### src/rtl/udma_eth_frame_cfg_seq.sv
// Command sequencer for the uDMA Ethernet-frame RX/TX channels: round-robin arbitration,
// SADDR/SIZE/CFG register writes, then CFG status polling. Optional poll timeout: ETH_FRAME_SEQ_TIMEOUT_EN.
module udma_eth_frame_cfg_seq #(
  parameter int unsigned L2_AWIDTH_NOAL = 12,
  parameter int unsigned TRANS_SIZE     = 16,
  parameter int unsigned POLL_GAP       = 4,
  parameter int unsigned MAX_POLLS      = 255
) (
  input  logic                      clk_i,
  input  logic                      rst_i,
  input  logic                      rx_req_i,
  input  logic [L2_AWIDTH_NOAL-1:0] rx_addr_i,
  input  logic [TRANS_SIZE-1:0]     rx_size_i,
  input  logic                      rx_cont_i,
  output logic                      rx_ack_o,
  output logic                      rx_done_o,
  input  logic                      tx_req_i,
  input  logic [L2_AWIDTH_NOAL-1:0] tx_addr_i,
  input  logic [TRANS_SIZE-1:0]     tx_size_i,
  input  logic                      tx_cont_i,
  output logic                      tx_ack_o,
  output logic                      tx_done_o,
  output logic [31:0]               cfg_data_o,
  output logic [4:0]                cfg_addr_o,
  output logic                      cfg_valid_o,
  output logic                      cfg_rwn_o,
  input  logic [31:0]               cfg_data_i,
  input  logic                      cfg_ready_i,
  output logic                      busy_o,
  output logic                      err_o
);

  localparam int unsigned GW = (POLL_GAP > 1) ? $clog2(POLL_GAP) : 1;

  typedef enum logic [2:0] {
    IDLE, W_SADDR, W_SIZE, W_CFG, P_WAIT, P_RD,
`ifdef ETH_FRAME_SEQ_TIMEOUT_EN
    CLR,
`endif
    DONE
  } state_t;

  state_t                    state_q, state_n;
  logic                      chan_q, chan_n;   // 1 = TX channel active
  logic                      last_q, last_n;   // 1 = TX granted last
  logic [L2_AWIDTH_NOAL-1:0] addr_q, addr_n;
  logic [TRANS_SIZE-1:0]     size_q, size_n;
  logic                      cont_q, cont_n;
  logic [GW-1:0]             gap_q, gap_n;
  logic                      grant_tx;
  logic                      fire;

  logic        rx_ack_n, tx_ack_n, rx_done_n, tx_done_n, err_n, busy_n;
  logic        valid_n, rwn_n;
  logic [4:0]  reg_n;
  logic [31:0] data_n;

`ifdef ETH_FRAME_SEQ_TIMEOUT_EN
  localparam int unsigned PW = $clog2(MAX_POLLS + 1);
  logic [PW-1:0] poll_q, poll_n;
`endif

  logic unused_rd;
  assign unused_rd = ^{cfg_data_i[31:5], cfg_data_i[3:0]};

  assign fire = cfg_valid_o & cfg_ready_i;

  always_comb begin
    state_n  = state_q;
    chan_n   = chan_q;
    last_n   = last_q;
    addr_n   = addr_q;
    size_n   = size_q;
    cont_n   = cont_q;
    gap_n    = gap_q;
    grant_tx = 1'b0;
    rx_ack_n = 1'b0;
    tx_ack_n = 1'b0;
    err_n    = 1'b0;
`ifdef ETH_FRAME_SEQ_TIMEOUT_EN
    poll_n   = poll_q;
`endif
    unique case (state_q)
      IDLE: begin
        if (rx_req_i || tx_req_i) begin
          grant_tx = tx_req_i && (!rx_req_i || !last_q);
          chan_n   = grant_tx;
          last_n   = grant_tx;
          addr_n   = grant_tx ? tx_addr_i : rx_addr_i;
          size_n   = grant_tx ? tx_size_i : rx_size_i;
          cont_n   = grant_tx ? tx_cont_i : rx_cont_i;
          rx_ack_n = !grant_tx;
          tx_ack_n = grant_tx;
`ifdef ETH_FRAME_SEQ_TIMEOUT_EN
          poll_n   = '0;
`endif
          state_n  = (size_n == '0) ? DONE : W_SADDR;
        end
      end
      W_SADDR: if (fire) state_n = W_SIZE;
      W_SIZE:  if (fire) state_n = W_CFG;
      W_CFG: begin
        if (fire) begin
          gap_n   = '0;
          state_n = cont_q ? DONE : P_WAIT;
        end
      end
      P_WAIT: begin
        if (gap_q == GW'(POLL_GAP - 1)) state_n = P_RD;
        else                            gap_n   = gap_q + 1'b1;
      end
      P_RD: begin
        if (fire) begin
          gap_n = '0;
`ifdef ETH_FRAME_SEQ_TIMEOUT_EN
          poll_n = poll_q + 1'b1;
          if (!cfg_data_i[4])                          state_n = DONE;
          else if (poll_q + 1'b1 == PW'(MAX_POLLS))    state_n = CLR;
          else                                         state_n = P_WAIT;
`else
          state_n = cfg_data_i[4] ? P_WAIT : DONE;
`endif
        end
      end
`ifdef ETH_FRAME_SEQ_TIMEOUT_EN
      CLR: begin
        if (fire) begin
          err_n   = 1'b1;
          state_n = DONE;
        end
      end
`endif
      DONE:    state_n = IDLE;
      default: state_n = IDLE;
    endcase

    // Outputs are a function of the next state so that every port is a plain register.
    valid_n   = 1'b0;
    rwn_n     = 1'b0;
    reg_n     = '0;
    data_n    = '0;
    rx_done_n = (state_n == DONE) && !chan_n;
    tx_done_n = (state_n == DONE) && chan_n;
    busy_n    = (state_n != IDLE);
    unique case (state_n)
      W_SADDR: begin valid_n = 1'b1; reg_n = {2'b00, chan_n, 2'd0}; data_n = 32'(addr_n); end
      W_SIZE:  begin valid_n = 1'b1; reg_n = {2'b00, chan_n, 2'd1}; data_n = 32'(size_n); end
      W_CFG:   begin valid_n = 1'b1; reg_n = {2'b00, chan_n, 2'd2}; data_n = {27'd0, 1'b1, 3'd0, cont_n}; end
      P_RD:    begin valid_n = 1'b1; rwn_n = 1'b1; reg_n = {2'b00, chan_n, 2'd2}; end
`ifdef ETH_FRAME_SEQ_TIMEOUT_EN
      CLR:     begin valid_n = 1'b1; reg_n = {2'b00, chan_n, 2'd2}; data_n = 32'h0000_0040; end
`endif
      default: ;
    endcase
  end

  always_ff @(posedge clk_i or posedge rst_i) begin
    if (rst_i) begin
      state_q     <= IDLE;
      chan_q      <= 1'b0;
      last_q      <= 1'b1;
      addr_q      <= '0;
      size_q      <= '0;
      cont_q      <= 1'b0;
      gap_q       <= '0;
`ifdef ETH_FRAME_SEQ_TIMEOUT_EN
      poll_q      <= '0;
`endif
      rx_ack_o    <= 1'b0;
      tx_ack_o    <= 1'b0;
      rx_done_o   <= 1'b0;
      tx_done_o   <= 1'b0;
      err_o       <= 1'b0;
      busy_o      <= 1'b0;
      cfg_valid_o <= 1'b0;
      cfg_rwn_o   <= 1'b0;
      cfg_addr_o  <= '0;
      cfg_data_o  <= '0;
    end else begin
      state_q     <= state_n;
      chan_q      <= chan_n;
      last_q      <= last_n;
      addr_q      <= addr_n;
      size_q      <= size_n;
      cont_q      <= cont_n;
      gap_q       <= gap_n;
`ifdef ETH_FRAME_SEQ_TIMEOUT_EN
      poll_q      <= poll_n;
`endif
      rx_ack_o    <= rx_ack_n;
      tx_ack_o    <= tx_ack_n;
      rx_done_o   <= rx_done_n;
      tx_done_o   <= tx_done_n;
      err_o       <= err_n;
      busy_o      <= busy_n;
      cfg_valid_o <= valid_n;
      cfg_rwn_o   <= rwn_n;
      cfg_addr_o  <= reg_n;
      cfg_data_o  <= data_n;
    end
  end

endmodule

### config.mk
export PLATFORM = sky130hd
export DESIGN_NAME = udma_eth_frame_cfg_seq
export DESIGN_NICKNAME = d
export VERILOG_FILES = /design/src/rtl/udma_eth_frame_cfg_seq.sv
export SDC_FILE = /design/constraint.sdc
export NUM_CORES = 1
export LEC_CHECK = 0
export CORE_ASPECT_RATIO = 0.7
export CORE_UTILIZATION = 41
export CTS_CLUSTER_SIZE = 28
export DETAILED_ROUTE_END_ITERATION = 10
export PLACE_DENSITY_LB_ADDON = 0.3
export RECOVER_POWER = 50
export SETUP_SLACK_MARGIN = 0.4
export SYNTH_ARGS = -nofsm -noshare
export SYNTH_HDL_FRONTEND = slang
export SYNTH_SLANG_ARGS = --single-unit
### constraint.sdc
create_clock -name clk_i -period 2.32 [get_ports clk_i]
set_input_delay 0.464 -clock clk_i [delete_from_list [all_inputs] [get_ports clk_i]]
set_output_delay 0.464 -clock clk_i [all_outputs]
set_load 0.03 [all_outputs]
# After elaboration in Yosys (flattened, before gate mapping)
# Index checks and enable logic that the tools add are counted.
# W data, S select, Z words.
[op_classes] bitwise_logic=1 n_eq_ne=13 n_reduce_logical=18 n_mux=32 n_addsub=1
[ops] op="$mux W16" count=3
[ops] op="$pmux W16 S3" count=1
[ops] op="$mux W12" count=3
[ops] op="$mux W3" count=7
[ops] op="$pmux W3 S6" count=1
[ops] op="$logic_not A16 Y1" count=1
[ops] op="$eq A3 B2 Y1 const B" count=4
[ops] op="$eq A3 B3 Y1 const B" count=4
[ops] op="$mux W1" count=11
[ops] op="$pmux W3 S3" count=1
[ops] op="$mux W2" count=4
[ops] op="$eq A3 B1 Y1 const B" count=2
[ops] op="$logic_not A1 Y1" count=4
[ops] op="$pmux W2 S2" count=1
[ops] op="$reduce_or A2 Y1" count=2
[ops] op="$reduce_or A4 Y1" count=1
[ops] op="$logic_and A1 B1 Y1" count=3
[ops] op="$logic_not A3 Y1" count=1
[ops] op="$reduce_and A3 Y1" count=1
[ops] op="$reduce_bool A3 Y1" count=1
[ops] op="$add A2 B1 Y2 const B" count=1
[ops] op="$eq A2 B2 Y1 const B" count=1
[ops] op="$logic_or A1 B1 Y1" count=2
[ops] op="$ne A2 B1 Y1 const B" count=1
[ops] op="other kinds (4)" count=4
[totals] ff_bits=80 out_inout_bits=45 elab_cells=81 inputBits=95

# Logic depth before layout (Yosys ltp)
[depth] ltp_word=11 depth_mapped=8

# Worst setup path before layout
# No wires, ideal clock.
[synth_timing] kind="input-to-reg" start="input port rx_size_i[5]" end="register cfg_data_o[0]" slack_ns=0.405 setup_time_ns=0.126 stages=5 required_ns=2.194 path_buffers=0 arrival_time_ns=1.789 cell_sequence="or4_1 -> nor3_1 -> o221a_2 -> o32ai_2 -> a221o_1"
[synth_via] elab_chain_len=7 word_cells_on_any_way=9 classes_between="3 x eq/ne; 5 x mux; 1 x reduce/logical"
[synth_lines] item="start: declaration" line="13" text="input logic [TRANS_SIZE-1:0] rx_size_i,"
[synth_lines] item="$mux W16 *" line="90" text="size_n = grant_tx ? tx_size_i : rx_size_i;"
[synth_lines] item="$logic_not A16 Y1 *" line="97" text="state_n = (size_n == '0) ? DONE : W_SADDR;"
[synth_lines] item="$mux W3 *" line="97"
[synth_lines] item="$mux W3 *" line="85" text="if (rx_req_i || tx_req_i) begin"
[synth_lines] item="$pmux W3 S6 *" line="83" text="unique case (state_q)"
[synth_lines] item="$eq A3 B2 Y1 or $eq A3 B1 Y1 (tied branches)" line="145" text="unique case (state_n)"
[synth_lines] item="$pmux W16 S3 *" line="145"
[synth_lines] item="via data_n[0]" line="56" text="logic [31:0] data_n;"
[synth_lines] item="end signal: assignment" line="199" text="cfg_data_o <= data_n;"
[synth_lines] item="end: declaration" line="23" text="output logic [31:0] cfg_data_o,"
# The timed path passes the listed nets; every way through them passes the cells marked *.
# A chain may end at the register's enable or synchronous reset.

# Final worst setup path
[layout_timing] start="register last_q" end="register cfg_data_o[8]"
[layout_via] elab_chain_len=10 word_cells_on_any_way=17 classes_between="3 x eq/ne; 10 x mux; 4 x reduce/logical"
[layout_lines] item="start: declaration" line="45" text="logic last_q, last_n;"
[layout_lines] item="start signal: assignment" line="182" text="last_q <= last_n;"
[layout_lines] item="$logic_not A1 Y1 *" line="86" text="grant_tx = tx_req_i && (!rx_req_i || !last_q);"
[layout_lines] item="$logic_or A1 B1 Y1 *" line="86"
[layout_lines] item="$logic_and A1 B1 Y1 *" line="86"
[layout_lines] item="$mux W16" line="90"
[layout_lines] item="$logic_not A16 Y1" line="97"
[layout_lines] item="$mux W3" line="97"
[layout_lines] item="$mux W3" line="85"
[layout_lines] item="$pmux W3 S6" line="83"
[layout_lines] item="$eq A3 B2 Y1 or $eq A3 B1 Y1 (tied branches)" line="145"
[layout_lines] item="$pmux W16 S3 *" line="145"
[layout_lines] item="via data_n[8]" line="56"
# Marks and branches as above.

==> results.txt <==
----------------------------------------------------
[Logic synthesis]
  Mean instance size in the synthesized netlist ... ~9.7 um^2
  Largest area contributor in the netlist ... dfrtp_1
  Most instantiated flip-flop cell in the synthesis netlist ... dfrtp_1
  Cell types occupying the most area after synthesis ... dfrtp_1 (52%), nor2_1 (6.2%), nand2_1 (5.2%)
  Most frequent cells after synthesis ... dfrtp_1 (61), nor2_1 (49), nand2_1 (41), buf_4 (20), a31oi_1 (14)
  Synthesized instance count ... about 300
  Share of the yosys chip area belonging to registers ... between 50% and 60%
  Flip-flop and latch count after synthesis ... 62
  Async set or reset register ratio after synthesis ... between 90% and 100%
  Library cell with the highest instance count after synthesis ... dfrtp_1
  Mapped cell area ... slightly below 3000 um^2
  Post-synthesis cell type count ... 48
  Yosys synthesis warning count ... 0
  Area share of the largest cell type after synthesis ... 51.78%
  Number of flops mapped to enable cells by yosys ... 0

[Place]
  Total instance count after detailed placement ... 500
  Area post-placement ... roughly 4100 um^2
  Number of buffer cells added on primary ports ... 89
  HPWL after detailed placement ... just under 6 mm
  Weighted congestion at the end of routability-driven global placement ... 0.8598

[Global routing]
  Wire length of the first global-routing pass ... 12.59 mm
  Initial antenna violation count ... 0
  Via count of the first global-routing pass ... 2600
  Overflow left after global routing ... 0
  Maximum number of pins on one net before global-route repair ... between 60 and 70
  Combined global-route utilization of all metal layers ... 22.84%

[Routing]
  Vias per Instance ... between 5 and 6
  Via total after detailed routing ... between 2000 and 3000
  Routed length per placed instance ... 16.11 um
  Iteration-0 DRC Markers ... ~190
  Antenna Nets Post-Route ... 0
  Detailed-route wire length ... roughly 8.4 mm
  Length of the first detailed-routing pass in iterations ... 4
  DRC violation count after routing ... 0

[Floorplan]
  Effective utilization at floorplan ... approximately 43%
  Core Rows ... 25
  Die area ... roughly 7500 um^2
  Die width ... around 100 um
  Number of I/O pins ... 140
  Floorplan core area ... ~7000 um^2
  Die height ... roughly 73 um

[Finish]
  NumNets Final ... around 520
  Fraction of final layout cells with drive strength greater than 1 ... 17.29%
  Final instance area ... 4443 um^2
  Layout Area Growth over Synthesis ... 50.72%
  Ant diodes ... 0
  Final Non-Filler Cells ... about 520

[Setup path]
  Endpoint class of the critical path ... flop
  Critical-path top delay cell ... dfstp_1
  Critical Path Max Stage Delay ... about 660 ps
  Kind of start point of the critical path ... flop
  WP data required ... about 2600 ps
  Series of cell instances along the critical path ... a21boi_4 -> buf_4 -> nor3_4 -> o221a_1 -> o32ai_4 -> buf_6 -> a22o_1
  Arrival time worst endpoint ... between 2000 and 2500 ps
  Type of the worst setup path ... flop to flop
  Highest fanout seen on the critical path ... 6

[STA]
  Setup clock skew after layout ... 5.821 ps
  Share of the clock period used by the worst path after layout ... slightly below 90%
  Final critical path time including I/O delays and setup ... 2044 ps
  Hold Vio Cnt, Final ... 0
  Number of setup violations in the final report ... 0
  RSZ-0062 raised after global routing ... no
  Final Max Slew Viols ... 0
  Fmax ... approximately 500 MHz

[Power and ir drop]
  Worst vdd ir ... approximately 0.56 mV
  PnR Total Power ... around 5.7 mW
  Leakage power figure ... approximately 2.0 nW
  Power density over the cells ... ~1300 nW/um^2

[Clock tree]
  Clock transition time at the flip-flop clock pins of the worst setup and hold paths ... 70 ps
  Clock latency on the worst-skew pair ... ~340 ps
  Number of H-tree levels ... 3
  CTS root buf ... clkbuf_8
  Number of sinks on the clock net ... 62
  Clock buffer count from CTS ... 9
  CTS tree ... done
  CTS Buffer Depth ... 2

[Hold path]
  Worst Hold Class ... input port to flop

[Run]
  Max Cap Viol ... 0

[Outcome]
  Result of the run ... finished, final reports clean

----------------------------------------------------
## final cells by class
type / instances / area (um^2)
Tap cell: 94 / 117.6
Timing Repair Buffer: 128 / 1215
Clock buffer: 11 / 141.4
Multi-Input combinational cell: 219 / 1320
Clock inverter: 5 / 82.58
Fill cell: 542 / 2407
Sequential cell: 62 / 1554
Inverter: 3 / 12.51
## power breakdown
part	switching, mW	internal, mW	leakage (nW)
Sequential	0.209	1.58	0.750
Combinational	1.58	1.25	1.19
Clock	0.430	0.634	0.102
Total	2.22	3.46	2.04
## flip-flops by register name, indices dropped and copies added (netlist names), 2 cells and up
register	cells
addr_q	12
cfg_addr_o	3
cfg_data_o	16
gap_q	2
size_q	16
state_q	3
## layout by cell type, fill, tap and decap left out, drive strengths merged, types with 3 or more instances in the layout
master / instances
nor2: 49
clkdlybuf4s50: 64
buf: 38
nor3: 5
clkbuf: 15
conb: 19
nand2: 41
clkinvlp: 4
a221oi: 11
a21oi: 8
nor4: 5
dlygate4sd2: 5
dlymetal6s2s: 11
dfrtp: 61
a21o: 3
o21ai: 12
a31oi: 14
clkdlybuf4s15: 4
a22o: 12
and2: 6
## timing repair
action / 4_1_cts / 5_1_grt
endpoints found under the setup margin: 20 / 18
pin swaps: 9 / 10
setup buffers: 0 / 6
hold buffers: 0 / 0
gates resized for setup: 32 / 25
## through the flow
stage	utilization (%)	setup TNS, ps	worst slack (ps)	hold WS [ps]
4_1_cts	63.32	0	400.4	412.7
5_1_grt	64.86	0	201.9	441.2
3_3_place_gp	59.32	-3561	-238.4	455.8
2_1_floorplan	-	0	405.4	437.7
3_5_place_dp	59.32	-3311	-232.4	468.9
6_report	64.86	0	276.2	426.9
## critical path: cells and delay by family, from the launching register on
kind | cells | cell delay (ps)
flops | 1 | 660
simple gates | 1 | 180
compound gates | 4 | 760
buf+inv | 2 | 330
## cell families after synthesis
group	synth area share, %
compound gates	18.97
fa+ha+maj	0.4244
xor+xnor	0.2972
mux	0.3396
other cells	0.1272
flops	52.67
buf+inv	8.531
simple gates	18.63
## final timing paths
check                         startpoint       endpoint  slack [ps]  depth (start not counted)
setup / recovery                  last_q  cfg_data_o[8]         280                          7
setup reg to reg                  last_q  cfg_data_o[8]         280                          7
hold reg to reg               size_q[12]     size_q[12]         480                          2
hold / removal             rx_size_i[14]     size_q[14]         430                          3
max in group asynchronous          rst_i         last_q        1320                          3
min in group asynchronous          rst_i         chan_q         690                          3
## routing by layer
layer,GRT usage (%),share of wire (%),vias up
met5,0,0,-
met4,11.89,2.1,0
met3,4.119,5.3,15
met2,33.55,47,116
met1,32.30,46,1317
li1,-,-,1276
(Power assumes the default switching activity.)
